`config.mk`:
```
export PLATFORM = sky130hd
export DESIGN_NAME = controlador_execucao
export DESIGN_NICKNAME = d
export VERILOG_FILES = /design/src/rtl/controlador_execucao_pkg.sv /design/src/rtl/debounce_botao.sv /design/src/rtl/controlador_execucao.sv
export SDC_FILE = /design/constraint.sdc
export NUM_CORES = 1
export LEC_CHECK = 0
export BUFFER_PORTS_ARGS = -buffer_cell sky130_fd_sc_hd__buf_4
export CAP_MARGIN = 20
export CORE_MARGIN = 4
export CORE_UTILIZATION = 25
export DETAILED_ROUTE_END_ITERATION = 8
export PLACE_DENSITY = 0.44
export SLEW_MARGIN = 20
export SYNTH_ARGS = -nofsm -noshare
export SYNTH_HDL_FRONTEND = slang
export SYNTH_HIERARCHICAL = 1
export SYNTH_SLANG_ARGS = --single-unit
```
`constraint.sdc`:
```
create_clock -name Clock -period 2.35 [get_ports Clock]
set_input_delay 0.47 -clock Clock [delete_from_list [all_inputs] [get_ports Clock]]
set_output_delay 0.47 -clock Clock [all_outputs]
set_load 0.02 [all_outputs]
```
`src/rtl/controlador_execucao_pkg.sv`:
```
// Shared definitions for the run sequencer: state encoding and default timing
// constants, also used by the board-level wrapper.
package controlador_execucao_pkg;

  typedef logic [2:0] estado_t;

  localparam estado_t OCIOSO    = 3'd0;
  localparam estado_t EMITE     = 3'd1;
  localparam estado_t INTERVALO = 3'd2;
  localparam estado_t PARADO    = 3'd3;
  localparam estado_t ERRO      = 3'd4;

  localparam int unsigned DEBOUNCE_CYCLES_DEF = 4;
  localparam int unsigned WATCHDOG_CYCLES_DEF = 16;
  localparam int unsigned GAP_CYCLES_DEF      = 1;

  // A zero limit means unlimited; otherwise only an exact match stops the run.
  function automatic logic atinge_limite(input logic [15:0] cont, input logic [15:0] lim);
    return (lim != '0) && (cont == lim);
  endfunction

endpackage

```
`src/rtl/debounce_botao.sv`:
```
// Push-button conditioner: two-flop synchroniser, debounce counter and a
// one-cycle pulse on each debounced press (1->0 of the active-low key).
module debounce_botao
  import controlador_execucao_pkg::*;
#(
  parameter int unsigned DEBOUNCE_CYCLES = DEBOUNCE_CYCLES_DEF
) (
  input  logic i_clk,
  input  logic i_rst_n,
  input  logic i_key_n,
  output logic o_pressao
);

  localparam int unsigned CW = (DEBOUNCE_CYCLES < 2) ? 1 : $clog2(DEBOUNCE_CYCLES);

  logic          r_sync1;
  logic          r_sync2;
  logic          r_estavel;
  logic          r_pressao;
  logic [CW-1:0] r_cnt;

  // The counter tracks consecutive samples that differ from the debounced level.
  always_ff @(posedge i_clk or negedge i_rst_n) begin
    if (!i_rst_n) begin
      r_sync1   <= 1'b1;
      r_sync2   <= 1'b1;
      r_estavel <= 1'b1;
      r_pressao <= 1'b0;
      r_cnt     <= '0;
    end else begin
      r_sync1   <= i_key_n;
      r_sync2   <= r_sync1;
      r_pressao <= 1'b0;
      if (r_sync2 == r_estavel) begin
        r_cnt <= '0;
      end else if (r_cnt == CW'(DEBOUNCE_CYCLES - 1)) begin
        r_cnt     <= '0;
        r_estavel <= r_sync2;
        r_pressao <= r_estavel;
      end else begin
        r_cnt <= r_cnt + 1'b1;
      end
    end
  end

  assign o_pressao = r_pressao;

endmodule

```
`src/rtl/controlador_execucao.sv`:
```
// Run sequencer for processador_multiciclo: converts key presses into Run/Done
// handshakes in step or continuous mode, with instruction limit and watchdog.
module controlador_execucao
  import controlador_execucao_pkg::*;
#(
  parameter int unsigned DEBOUNCE_CYCLES = DEBOUNCE_CYCLES_DEF,
  parameter int unsigned WATCHDOG_CYCLES = WATCHDOG_CYCLES_DEF,
  parameter int unsigned GAP_CYCLES      = GAP_CYCLES_DEF
) (
  input  logic        Clock,
  input  logic        Resetn,
  input  logic        Key_step,
  input  logic        Modo_continuo,
  input  logic        Parar,
  input  logic [15:0] Limite,
  input  logic        Done,
  output logic        Run,
  output logic        Ocupado,
  output logic        Parado,
  output logic        Erro,
  output logic [15:0] Contador
);

  localparam int unsigned WW = $clog2(WATCHDOG_CYCLES + 1);
  localparam int unsigned GW = $clog2(GAP_CYCLES + 1);

  estado_t       r_estado;
  estado_t       w_prox;
  logic          r_modo;
  logic          r_parar;
  logic [WW-1:0] r_wd;
  logic [GW-1:0] r_gap;
  logic [15:0]   r_contador;
  logic [15:0]   w_cont_inc;
  logic          w_aceita_done;
  logic          w_pressao;
  logic          r_run;
  logic          r_ocupado;
  logic          r_parado;
  logic          r_erro;

  debounce_botao #(
    .DEBOUNCE_CYCLES(DEBOUNCE_CYCLES)
  ) u_debounce (
    .i_clk    (Clock),
    .i_rst_n  (Resetn),
    .i_key_n  (Key_step),
    .o_pressao(w_pressao)
  );

  always_comb begin
    w_prox        = r_estado;
    w_aceita_done = 1'b0;
    w_cont_inc    = r_contador + 16'd1;
    case (r_estado)
      OCIOSO: begin
        if (w_pressao) w_prox = EMITE;
      end
      EMITE: begin
        if (Done) begin
          w_aceita_done = 1'b1;
          if (!r_modo)
            w_prox = OCIOSO;
          else if (atinge_limite(w_cont_inc, Limite) || Parar || r_parar)
            w_prox = PARADO;
          else
            w_prox = INTERVALO;
        end else if (r_wd == WW'(WATCHDOG_CYCLES - 1)) begin
          w_prox = ERRO;
        end
      end
      INTERVALO: begin
        if (Parar || r_parar)
          w_prox = PARADO;
        else if (r_gap == GW'(GAP_CYCLES - 1))
          w_prox = EMITE;
      end
      PARADO: begin
        if (w_pressao) w_prox = OCIOSO;
      end
      ERRO: begin
        w_prox = ERRO;
      end
      default: begin
        w_prox = OCIOSO;
      end
    endcase
  end

  // Outputs are registered from the next state so they align with r_estado.
  always_ff @(posedge Clock or negedge Resetn) begin
    if (!Resetn) begin
      r_estado   <= OCIOSO;
      r_modo     <= 1'b0;
      r_parar    <= 1'b0;
      r_wd       <= '0;
      r_gap      <= '0;
      r_contador <= '0;
      r_run      <= 1'b0;
      r_ocupado  <= 1'b0;
      r_parado   <= 1'b0;
      r_erro     <= 1'b0;
    end else begin
      r_estado  <= w_prox;
      r_run     <= (w_prox == EMITE);
      r_ocupado <= (w_prox == EMITE) || (w_prox == INTERVALO);
      r_parado  <= (w_prox == PARADO);
      r_erro    <= (w_prox == ERRO);

      if ((r_estado == OCIOSO) && w_pressao) r_modo <= Modo_continuo;
      if (w_aceita_done) r_contador <= w_cont_inc;

      r_wd  <= ((r_estado == EMITE) && (w_prox == EMITE)) ? r_wd + 1'b1 : '0;
      r_gap <= ((r_estado == INTERVALO) && (w_prox == INTERVALO)) ? r_gap + 1'b1 : '0;

      // A stop request is held until the next instruction boundary.
      if (w_prox == OCIOSO)
        r_parar <= 1'b0;
      else if (Parar && ((r_estado == EMITE) || (r_estado == INTERVALO)))
        r_parar <= 1'b1;
    end
  end

  assign Run      = r_run;
  assign Ocupado  = r_ocupado;
  assign Parado   = r_parado;
  assign Erro     = r_erro;
  assign Contador = r_contador;

endmodule

```
[Yosys cells after proc, flatten, opt, wreduce, memory -nomap -nowiden]
Cells that the tools add are included.
Operators by class
  reductions and logical operators: 15
  mux-type cells: 19
  equality and inequality tests: 12
  $add $sub $neg: 4
  bitwise operators: 1
Operator list (count)
  $mux 3: 6
  $add 16x1->16 const B: 1
  $eq 16x16->1: 1
  $reduce_bool 16->1: 1
  $pmux 3 s5: 1
  $eq 3x2->1 const B: 4
  $mux 1: 8
  $eq 3x1->1 const B: 2
  $eq 3x3->1 const B: 2
  $logic_not 3->1: 2
  $mux 2: 3
  $add 5x1->5 const B: 1
  $eq 5x4->1 const B: 1
  $logic_and 1x1->1: 5
  $logic_or 1x1->1: 5
  $mux 5: 1
  $add 2x1->2 const B: 1
  $eq 2x2->1 const B: 1
  $reduce_and 2->1: 1
  $reduce_bool 2->1: 1
  $add 1x1->1 const B: 1
  $eq 1x1->1: 1
  $not 1->1: 1
Word-level totals
  register bits after elaboration: 37
  output and inout port bits: 20
  logic and storage cells: 66

[Longest topological paths before layout]
Gate-level depths: netlist of the first run.
  word-level depth: 12
  mapped depth: 9
  mapped depth without buffers: 9

[Hierarchy]
The synthesis of the first run kept the hierarchy.
By module, submodules not included
  controlador_execucao: sequential area each 775.7 sq um, cells each 203, area each 1933.1 sq um, instances 1
  debounce_botao: sequential area each 153.9 sq um, cells each 12, area each 212.7 sq um, instances 1

[Worst setup path before layout of the first run]
OpenSTA, ideal clock, no wires.
  kind: reg2reg
  from: register r_contador[1], in the netlist Contador[1]
  to: register r_ocupado, in the netlist Ocupado
  data required time: 2230 ps
  clock period less this slack: 2271 ps
  path slack: 79 ps
  path buffers: 1
  data arrival time: 2151 ps
  stages on the path, launching flop included: 9
  setup time: 120 ps
  cells stage by stage: dfrtp_1 ha_1 and3_1 clkbuf_1 nand2_1 a2111o_1 a221oi_2 nand4_2 a31o_1
On the way
  longest elaborated chain between the ends: 11
  elaborated cells between the ends (all ways): 12
  those cells by class: add/sub: 1; eq/ne: 3; mux: 4; reduce/logical: 4
Ends and longest elaborated chain
  start: declaration: line controlador_execucao.sv:33  | logic [15:0] r_contador;
  start signal: assignment: line controlador_execucao.sv:111  | if (w_aceita_done) r_contador <= w_cont_inc;
  $add 16x1->16 (*): line controlador_execucao.sv:54  | w_cont_inc = r_contador + 16'd1;
  $eq 16x16->1 (*): line controlador_execucao_pkg.sv:19  | return (lim != '0) && (cont == lim);
  $logic_and 1x1->1 (*): line controlador_execucao_pkg.sv:19
  $logic_or 1x1->1 (*) (2 in a row): line controlador_execucao.sv:64  | else if (atinge_limite(w_cont_inc, Limite) || Parar || r_parar)
  $mux 1 (*): line controlador_execucao.sv:64
  $mux 2 (*): line controlador_execucao.sv:62  | if (!r_modo)
  $mux 3 (*): line controlador_execucao.sv:60  | if (Done) begin
  $pmux 3 s5 (*): line controlador_execucao.sv:55  | case (r_estado)
  $eq 3x1->1 / $eq 3x2->1 (equally long branches): line controlador_execucao.sv:106  | r_ocupado <= (w_prox == EMITE) || (w_prox == INTERVALO);
  $logic_or 1x1->1 (*): line controlador_execucao.sv:106
  end signal: assignment: line controlador_execucao.sv:106
  end: declaration: line controlador_execucao.sv:38  | logic r_ocupado;
Every way passes the cells marked *; elsewhere a longest branch is shown, timed or not.
A chain may end at the register's enable or synchronous reset.

[Worst setup path after layout of the first run]
Same ends and word-level chain as after synthesis.

==> impl_metrics.toml, run 1 <==
[timing]
finalCritPeriodShare = 0.912
hold_violations = 0
fmax_mhz = 466
grt_setup_unrepaired = "no"
skew_ns = 0.0108
tns_ns = 0
slew_viol_final = 0
fin_ws_ns = 0.206
setup_violations = 0
period_needed_ns = 2.14

[run]
maxCapViolations = 0

[synth]
synth-edff-count = 0
synthDistinctLibCells = 50
synth_area_um2 = 2150
synth_area_per_cell_um2 = 9.98
synthTopCellsByCount = "34 x dfrtp_1, 22 x xnor2_1, 18 x nor2_1, 14 x nand2_1, 14 x xor2_1"
synth_ff_type = "dfrtp_1"
ys_seq_area_frac = 0.433
ys_async_sr_fraction = 1.00
yosysTopAreaCellShare = 0.397
yosys.cell_count.top_type = "dfrtp_1"
netlist_instances = 215
synth_top_area_cell = "dfrtp_1"
syn-num-nets = 241
yosys-top-cells-area = "dfrtp_1 40%, xnor2_1 9.0%, xor2_1 5.7%, dfstp_2 3.7%, nor2_1 3.1%"
synth_warnings = 6
ys_seq_elements = 37

[clock_network]
cts-buffers-inserted = 5
cts_setup_buffers = 0
clkSlewWorstSetupHoldPaths_ns = 0.08
cts_root_buf = "clkbuf_8"
postCtsHoldBufs = 0
cts_buffer_depth = 2
htreeDepth = 2
cts_sinks = 37
cts_resized = 0
cts_tree = "yes"
clock_latency_ns = 0.29

[global_route]
grt_max_degree = 38
gr-usage-all-layers = 0.112
grt.overflow.total = 0
grt_pass1_wl_um = 8940
antenna_found_initial = 0
grt_pass1_vias = 1732

[die]
die_w_um = 101
dieArea_um2 = 10100
rows = 33
initial_core_util = 0.259
dieHeight_um = 101
design.core.area_um2 = 8300
ios = 42

[cells_and_area]
syn_to_final_growth_pct = 29.1
drive_above_1_share = 0.285
final_nets = 295
postLayoutCellArea_um2 = 2770
final_util = 0.334
n_antenna_cell = 0
nFillCells = 868

[place]
gp_congestion = 0.765
dp.final_hpwl_um = 4200
dpl_worst_slack_ns = 0.0869
dpl-instance-area_um2 = 2660
port_buffers = 41

[setup_path]
end_kind = "flip-flop"
slowest_delay_ns = 0.47
worstSetupPathType = "reg2reg"
cp.arrival_ns = 2.34
slowest_stage = "dfrtp_1"
crit_chain = "ha_1, and3_1, nand2_1, a2111o_1, a221oi_2, nand4_2, a31o_1"
reg2reg_to = "Ocupado$_DFF_PN0_"
regToRegSetupSlack_ns = 0.21
r2r_start = "Contador[1]$_DFFE_PN0P_"
startpoint = "Contador[1]$_DFFE_PN0P_"
startpoint_type = "flip-flop"
cp_max_fo = 8
rr_worst_depth = 7
crit_required_ns = 2.54

[detailed_routing]
antenna_left = 0
viasPerCell = 4.61
via_count = 1729
first_iter_violations = 42
post_drt_wl_per_cell_um = 14.5
drcViolationCount = 0
firstDrtPassIters = 4
wl_um = 5420

[power]
power.density_nw_per_um2 = 659
vdd_drop_max_v = 0.000424
power_leakage_nw = 1.27

[hold_path]
min_path_type = "in2async"

[status]
status = "finished clean"
==> placed cells by master (no fill, tap or decap), drive strengths merged, types with 5 or more instances in the layout <==
cell	netlist	final
and3	9	9
nor3	9	9
clkbuf	7	6
buf	2	56
inv	7	7
xor2	14	14
xnor2	22	22
nor2	18	18
nand3	9	9
nor4	5	5
nand2	14	14
a21oi	6	6
nand4	6	6
dfrtp	34	34
==> report_power, final <==
part | total [W] | leakage, nW | internal (W) | switching (W)
registers | 0.000798 | 0.487 | 0.000721 | 0.0000768
clock network | 0.000560 | 0.0554 | 0.000319 | 0.000241
logic | 0.000468 | 0.730 | 0.000226 | 0.000243
==> cell type report <==
type	instances	area, um2	share of cell area
clock buffer	6	72.6	0.0262
tap	105	131	0.0474
sequential	37	930	0.336
timing repair buffer	56	420	0.152
multi-input combinational	162	1150	0.416
inverter	7	26.3	0.00949
clock inverter	2	38.8	0.0140
==> critical path, delay by kind of cell (launching register included) <==
family | cells | cell delay (ns)
flip-flops | 1 | 0.47
AND/OR/NAND/NOR | 3 | 0.43
AO/OA/AOI/OAI | 3 | 0.88
adder cells (fa/ha/maj) | 1 | 0.27
==> worst max-delay path by stage <==
stage	to	slack [ns]	cells after the start
final	Ocupado$_DFF_PN0_	0.21	7
after global routing	r_wd[2]$_DFF_PN0_	0.09	9
after CTS	Ocupado$_DFF_PN0_	0.20	7
after detailed placement	Ocupado$_DFF_PN0_	0.09	7
after global placement	Ocupado$_DFF_PN0_	0.11	7
after floorplan	Ocupado$_DFF_PN0_	0.08	8
==> stage by stage <==
| step | hold slack (ns) | instances | total power, W |
|---|---|---|---|
| after floorplan | 0.174 | 215 | 0.00109 |
| after global placement | 0.346 | 367 | 0.00128 |
| after detailed placement | 0.348 | 367 | 0.00128 |
| after CTS | 0.148 | 375 | 0.00185 |
| after global routing | 0.170 | 375 | 0.00193 |
| final | 0.132 | 375 | 0.00183 |
==> sequential cells by signal, indices dropped and copies added (netlist names) <==
register	flops
r_parar	1
Run	1
Erro	1
r_estado	3
u_debounce/r_sync1	1
Parado	1
r_wd	5
u_debounce/r_sync2	1
u_debounce/r_cnt	2
u_debounce/r_estavel	1
u_debounce/o_pressao	1
Ocupado	1
r_modo	1
r_gap	1
Contador	16
==> per-layer routing <==
| layer | track usage | part of all wire |
|---|---|---|
| met5 | 0 | 0 |
| met4 | 0.0352 | 0.016 |
| met3 | 0.0263 | 0.042 |
| met2 | 0.162 | 0.44 |
| met1 | 0.164 | 0.50 |
==> cells by family (layout without fill, tap and decap cells) <==
group / Yosys count / in the layout / synth area share
fa+ha+maj: 4 / 4 / 0.0233
simple gates: 84 / 84 / 0.220
compound gates: 31 / 31 / 0.114
flops: 37 / 37 / 0.433
other cells: 1 / 1 / 0.00175
buf+inv: 16 / 71 / 0.0303
xor+xnor: 36 / 36 / 0.147
mux: 6 / 6 / 0.0303
(Power assumes the default switching activity.)
==> inputs of run 2 (changes only) <==
--- a/config.mk
+++ b/config.mk
@@ -14,5 +14,4 @@
 export SLEW_MARGIN = 20
 export SYNTH_ARGS = -nofsm -noshare
 export SYNTH_HDL_FRONTEND = slang
-export SYNTH_HIERARCHICAL = 1
 export SYNTH_SLANG_ARGS = --single-unit
==> run 2 against run 1 <==
Combinational power decreased by 15%. Setup slack worse by 0.080 ns. Final cell count grew 2.7%. Routed wire length increased by 2.0%. Critical path depth grew 3. Clock power is 15% lower. Critical endpoint unchanged. Largest power group unchanged. Highest routed layer unchanged.
==> impl_metrics.toml, run 2 <==
[status]
status = "finished clean"

[clock_network]
cts-buffers-inserted = 5
htreeDepth = 2
cts_root_buf = "clkbuf_8"
clkSlewWorstSetupHoldPaths_ns = 0.08
cts_sinks = 37
clock_latency_ns = 0.30
cts_tree = "yes"
cts_buffer_depth = 2
postCtsHoldBufs = 0

[detailed_routing]
post_drt_wl_per_cell_um = 14.4
firstDrtPassIters = 4
wl_um = 5530
antenna_left = 0
drcViolationCount = 0
first_iter_violations = 81
viasPerCell = 4.75
via_count = 1828

[synth]
synth-edff-count = 0
synth_ff_type = "dfrtp_1"
ys_async_sr_fraction = 1.00
synth_area_um2 = 2220
synth_area_per_cell_um2 = 9.95
synth_top_area_cell = "dfrtp_1"
yosys-top-cells-area = "dfrtp_1 38%, xnor2_1 11%, dfstp_2 3.6%, xor2_1 3.6%, nor2_1 3.2%"
syn-num-nets = 249
synthDistinctLibCells = 55
yosysTopAreaCellShare = 0.384
synth_warnings = 0
synthTopCellsByCount = "34 x dfrtp_1, 27 x xnor2_1, 19 x nor2_1, 15 x nand2_1, 12 x nand3_1"
netlist_instances = 223
yosys.cell_count.top_type = "dfrtp_1"
ys_seq_area_frac = 0.419
ys_seq_elements = 37

[setup_path]
crit_chain = "ha_1, and3_1, ha_1, nor2_1, o211a_1, a21oi_1, a2111oi_2, o2111ai_1, o21ai_2, o21bai_1"
rr_worst_depth = 10
end_kind = "flip-flop"
crit_required_ns = 2.53
regToRegSetupSlack_ns = 0.13
slowest_delay_ns = 0.40
cp_max_fo = 4
r2r_start = "r_wd[0]$_DFF_PN0_"
reg2reg_to = "Ocupado$_DFF_PN0_"
path_common_cell = "ha_1"
cp.arrival_ns = 2.41
slowest_stage = "dfrtp_1"
worstSetupPathType = "reg2reg"
startpoint_type = "flip-flop"

[cells_and_area]
final_cell_mix = "56 x buf_4, 33 x dfrtp_1, 27 x xnor2_1"
final_common_cell = "buf_4"
largest_reg_flops = 16
final_nets = 302
syn_to_final_growth_pct = 26.7
drive_above_1_share = 0.314
n_antenna_cell = 0
postLayoutCellArea_um2 = 2810

[timing]
hold_ws_ns = 0.119
period_needed_ns = 2.22
tns_ns = 0
fmax_mhz = 450
skew_ns = 0.00340
finalCritPeriodShare = 0.946
fin_ws_ns = 0.126
slew_viol_final = 0
hold_violations = 0
setup_violations = 0

[power]
power_leakage_nw = 1.23
power.density_nw_per_um2 = 580
vdd_drop_max_v = 0.000186
swShare = 0.313
p_sw_w = 0.000511
total_power_w = 0.00163
p_int_w = 0.00112
p_seq_frac = 0.463
comb_power_share = 0.244
clkPwrFrac = 0.292

[place]
port_buffers = 41
dpl-instance-area_um2 = 2700
gp_congestion = 0.797
dp.final_hpwl_um = 4230
dpl_worst_slack_ns = 0.0605

[global_route]
grt_pass1_wl_um = 8800
grt_max_degree = 38
grt.overflow.total = 0
grt_pass1_vias = 1755
antenna_found_initial = 0
gr-usage-all-layers = 0.108

[die]
dieArea_um2 = 10400
dieHeight_um = 102
rows = 34
design.core.area_um2 = 8680
ios = 42
initial_core_util = 0.256
die_w_um = 102

[hold_path]
min_path_type = "in2async"

[run]
maxCapViolations = 0
run 2: critical path, delay by kind of cell (launching register included):
| family | cells | cell delay (ns) |
|---|---|---|
| flops | 1 | 0.40 |
| fa+ha+maj | 2 | 0.40 |
| simple gates | 2 | 0.28 |
| compound gates | 6 | 1.04 |
run 2: final cells by class:
type,instances,area (um2)
timing repair buffer,56,420
sequential,37,931
clock inverter,3,25.0
fill,914,5870
clock buffer,5,68.8
tap,108,135
inverter,6,22.5
multi-input combinational,170,1210
run 2: cells by family (layout without fill, tap and decap cells):
logic type | count (synthesis) | in the layout | synth area share
simple gates | 95 | 95 | 0.244
flops | 37 | 37 | 0.419
buf+inv | 16 | 70 | 0.0462
other cells | 1 | 1 | 0.00169
xor+xnor | 36 | 36 | 0.142
fa+ha+maj | 5 | 5 | 0.0276
mux | 4 | 4 | 0.0192
compound gates | 29 | 29 | 0.0998
run 2: what timing repair did:
item / CTS / global route
buffers inserted: 0 / 0
endpoints found under the hold margin: 0 / 0
resized for setup: 0 / 5
endpoints found under the setup margin: 0 / 2
run 2: power by group through the flow:
stage	clock, W	combinational, W	sequential, W
floorplan	0	0.000200	0.000795
global placement	0	0.000400	0.000770
detailed placement	0	0.000399	0.000769
CTS	0.000508	0.000401	0.000757
global route	0.000527	0.000441	0.000768
finish	0.000477	0.000399	0.000756
run 2: how the worst max path moves through the flow:
stage	depth (start not counted)	from	slack [ns]	to
CTS	10	r_wd[0]$_DFF_PN0_	0.03	Ocupado$_DFF_PN0_
global route	10	r_wd[0]$_DFF_PN0_	-0.02	Ocupado$_DFF_PN0_
floorplan	8	Contador[1]$_DFFE_PN0P_	0.04	Parado$_DFF_PN0_
global placement	10	r_wd[0]$_DFF_PN0_	0.13	Ocupado$_DFF_PN0_
detailed placement	10	r_wd[0]$_DFF_PN0_	0.06	Ocupado$_DFF_PN0_
finish	10	r_wd[0]$_DFF_PN0_	0.13	Ocupado$_DFF_PN0_
run 2: through the flow:
step,instances,util
after CTS,385,0.321
after global placement,377,0.311
after global routing,385,0.324
after detailed placement,377,0.311
after floorplan,223,-
final,385,0.324
run 2: metal layers:
metal / part of all wire / vias up / routed length [um] / track usage
met5: 0 / - / 0 / 0
met4: 0.012 / 0 / 68 / 0.0333
met3: 0.045 / 6 / 247 / 0.0232
met2: 0.45 / 37 / 2490 / 0.165
met1: 0.49 / 882 / 2730 / 0.154
li1: - / 903 / - / -
==> inputs of run 3 (changes only) <==
--- a/config.mk
+++ b/config.mk
@@ -11,6 +11,7 @@
 export CORE_UTILIZATION = 25
 export DETAILED_ROUTE_END_ITERATION = 8
 export PLACE_DENSITY = 0.44
+export SETUP_SLACK_MARGIN = 0.3
 export SLEW_MARGIN = 20
 export SYNTH_ARGS = -nofsm -noshare
 export SYNTH_HDL_FRONTEND = slang
==> run 3 against run 2 <==
Via count grew 1.4%. Global-route usage grew 0.58 points. Die area is the same. Sequential cell count is the same. Setup slack gained 0.15 ns. First-iteration DRC count shrank 35%. Non-clock buffer count grew 14. Routed wire length grew 4.1%. Sequential share of layout area shrank 1.9 points. Clock skew grew 0.0062 ns. Clock power grew 1%. Fmax grew 7.0%.
==> impl_metrics.toml, run 3 (synthesis gave the netlist of run 2 again) <==
[status]
status = "finished clean"

[power]
power.density_nw_per_um2 = 562
power_leakage_nw = 1.29
total_power_w = 0.00170
vdd_drop_max_v = 0.000250

[detailed_routing]
drcViolationCount = 0
wl_um = 5750
via_count = 1854
firstDrtPassIters = 4
first_iter_violations = 53
viasPerCell = 4.65
antenna_left = 0
post_drt_wl_per_cell_um = 14.4

[global_route]
gr-usage-all-layers = 0.114
grt.overflow.total = 0
grt_pass1_vias = 1823
antenna_found_initial = 0
grt_pass1_wl_um = 9340
grt_max_degree = 38

[timing]
grt_setup_unrepaired = "yes"
tns_ns = 0
period_needed_ns = 2.08
slew_viol_final = 0
finalCritPeriodShare = 0.884
hold_violations = 0
setup_violations = 0
fmax_mhz = 481
skew_ns = 0.00957

[clock_network]
clkSlewWorstSetupHoldPaths_ns = 0.08
cts_tree = "yes"
cts_buffer_depth = 2
cts_sinks = 37
htreeDepth = 2
cts_root_buf = "clkbuf_8"
cts-buffers-inserted = 5
clock_latency_ns = 0.30

[place]
dp.final_hpwl_um = 4370
port_buffers = 41
gp_congestion = 0.782

[setup_path]
end_kind = "flip-flop"
startpoint_type = "flip-flop"
crit_required_ns = 2.58
worstSetupPathType = "reg2reg"
cp_max_fo = 11
cp.arrival_ns = 2.31

[die]
ios = 42
initial_core_util = 0.256
rows = 34
dieArea_um2 = 10400
die_w_um = 102
design.core.area_um2 = 8680
dieHeight_um = 102

[cells_and_area]
final-seq-area_um2 = 945
final_cell_mix = "70 x buf_4, 27 x xnor2_1, 22 x dfrtp_1"
final_nets = 316
largest_reg_flops = 16
final_util = 0.349
drive_above_1_share = 0.419
n_antenna_cell = 0
syn_to_final_growth_pct = 36.6
nFillCells = 936
multiInputGateArea_um2 = 1310
final_common_cell = "buf_4"

[run]
maxCapViolations = 0

[hold_path]
min_path_type = "in2async"
## run 3: what timing repair did
item	in CTS	in global routing
resized for setup	12	14
hold buffers	0	0
buffers inserted	7	10
pin swaps	9	9
hold endpoints to repair	0	0
endpoints found under the setup margin	3	3
## run 3: through the flow
stage | cells | setup WS, ns | instance area (um2) | hold WS [ns]
after floorplan | 223 | 0.302 | 2250 | 0.174
after global placement | 374 | 0.175 | 2700 | 0.347
after detailed placement | 374 | 0.0733 | 2700 | 0.348
after CTS | 389 | 0.235 | 2890 | 0.149
after global routing | 399 | 0.179 | 3030 | 0.172
final | 399 | 0.272 | 3030 | 0.127
## run 3: final timing paths
path,start,end,slack [ns],cells after the start
worst max-delay path,Contador[0]$_DFFE_PN0P_,Parado$_DFF_PN0_,0.27,8
worst min-delay path,Resetn,Contador[6]$_DFFE_PN0P_,0.13,1
worst max register to register,Contador[0]$_DFFE_PN0P_,Parado$_DFF_PN0_,0.27,8
worst min register to register,u_debounce.r_sync1$_DFF_PN1_,u_debounce.r_sync2$_DFF_PN1_,0.36,0
max in group asynchronous,Resetn,Contador[11]$_DFFE_PN0P_,1.86,1
min in group Clock,Key_step,u_debounce.r_sync1$_DFF_PN1_,0.27,1
## run 3: layer usage
layer,share of wire,track usage,vias to the layer above,routed length [um]
li1,-,-,932,-
met1,0.48,0.163,881,2760
met2,0.46,0.177,35,2670
met3,0.046,0.0218,6,263
met4,0.011,0.0303,0,63
met5,0,0,-,0
## run 3: layout make-up
type | instances | area share
Clock buffer | 5 | 0.0227
Clock inverter | 3 | 0.00826
Inverter | 6 | 0.00743
Multi-Input combinational cell | 170 | 0.432
Sequential cell | 37 | 0.312
Tap cell | 108 | 0.0446
Timing Repair Buffer | 70 | 0.173
## run 3: critical path, cell delays in order (launching register included)
cell and delay (ns):
dfrtp_2 0.40, buf_4 0.13, nand3_4 0.15, or4_1 0.50, a21oi_1 0.20, o22ai_1 0.11
o21bai_2 0.21, o21ai_2 0.17, and2_1 0.14
## run 3: power by group
| group | internal [W] | switching, W |
|---|---|---|
| combinational | 0.000231 | 0.000224 |
| clock | 0.000216 | 0.000265 |
| sequential | 0.000713 | 0.0000544 |
| total | 0.00116 | 0.000543 |
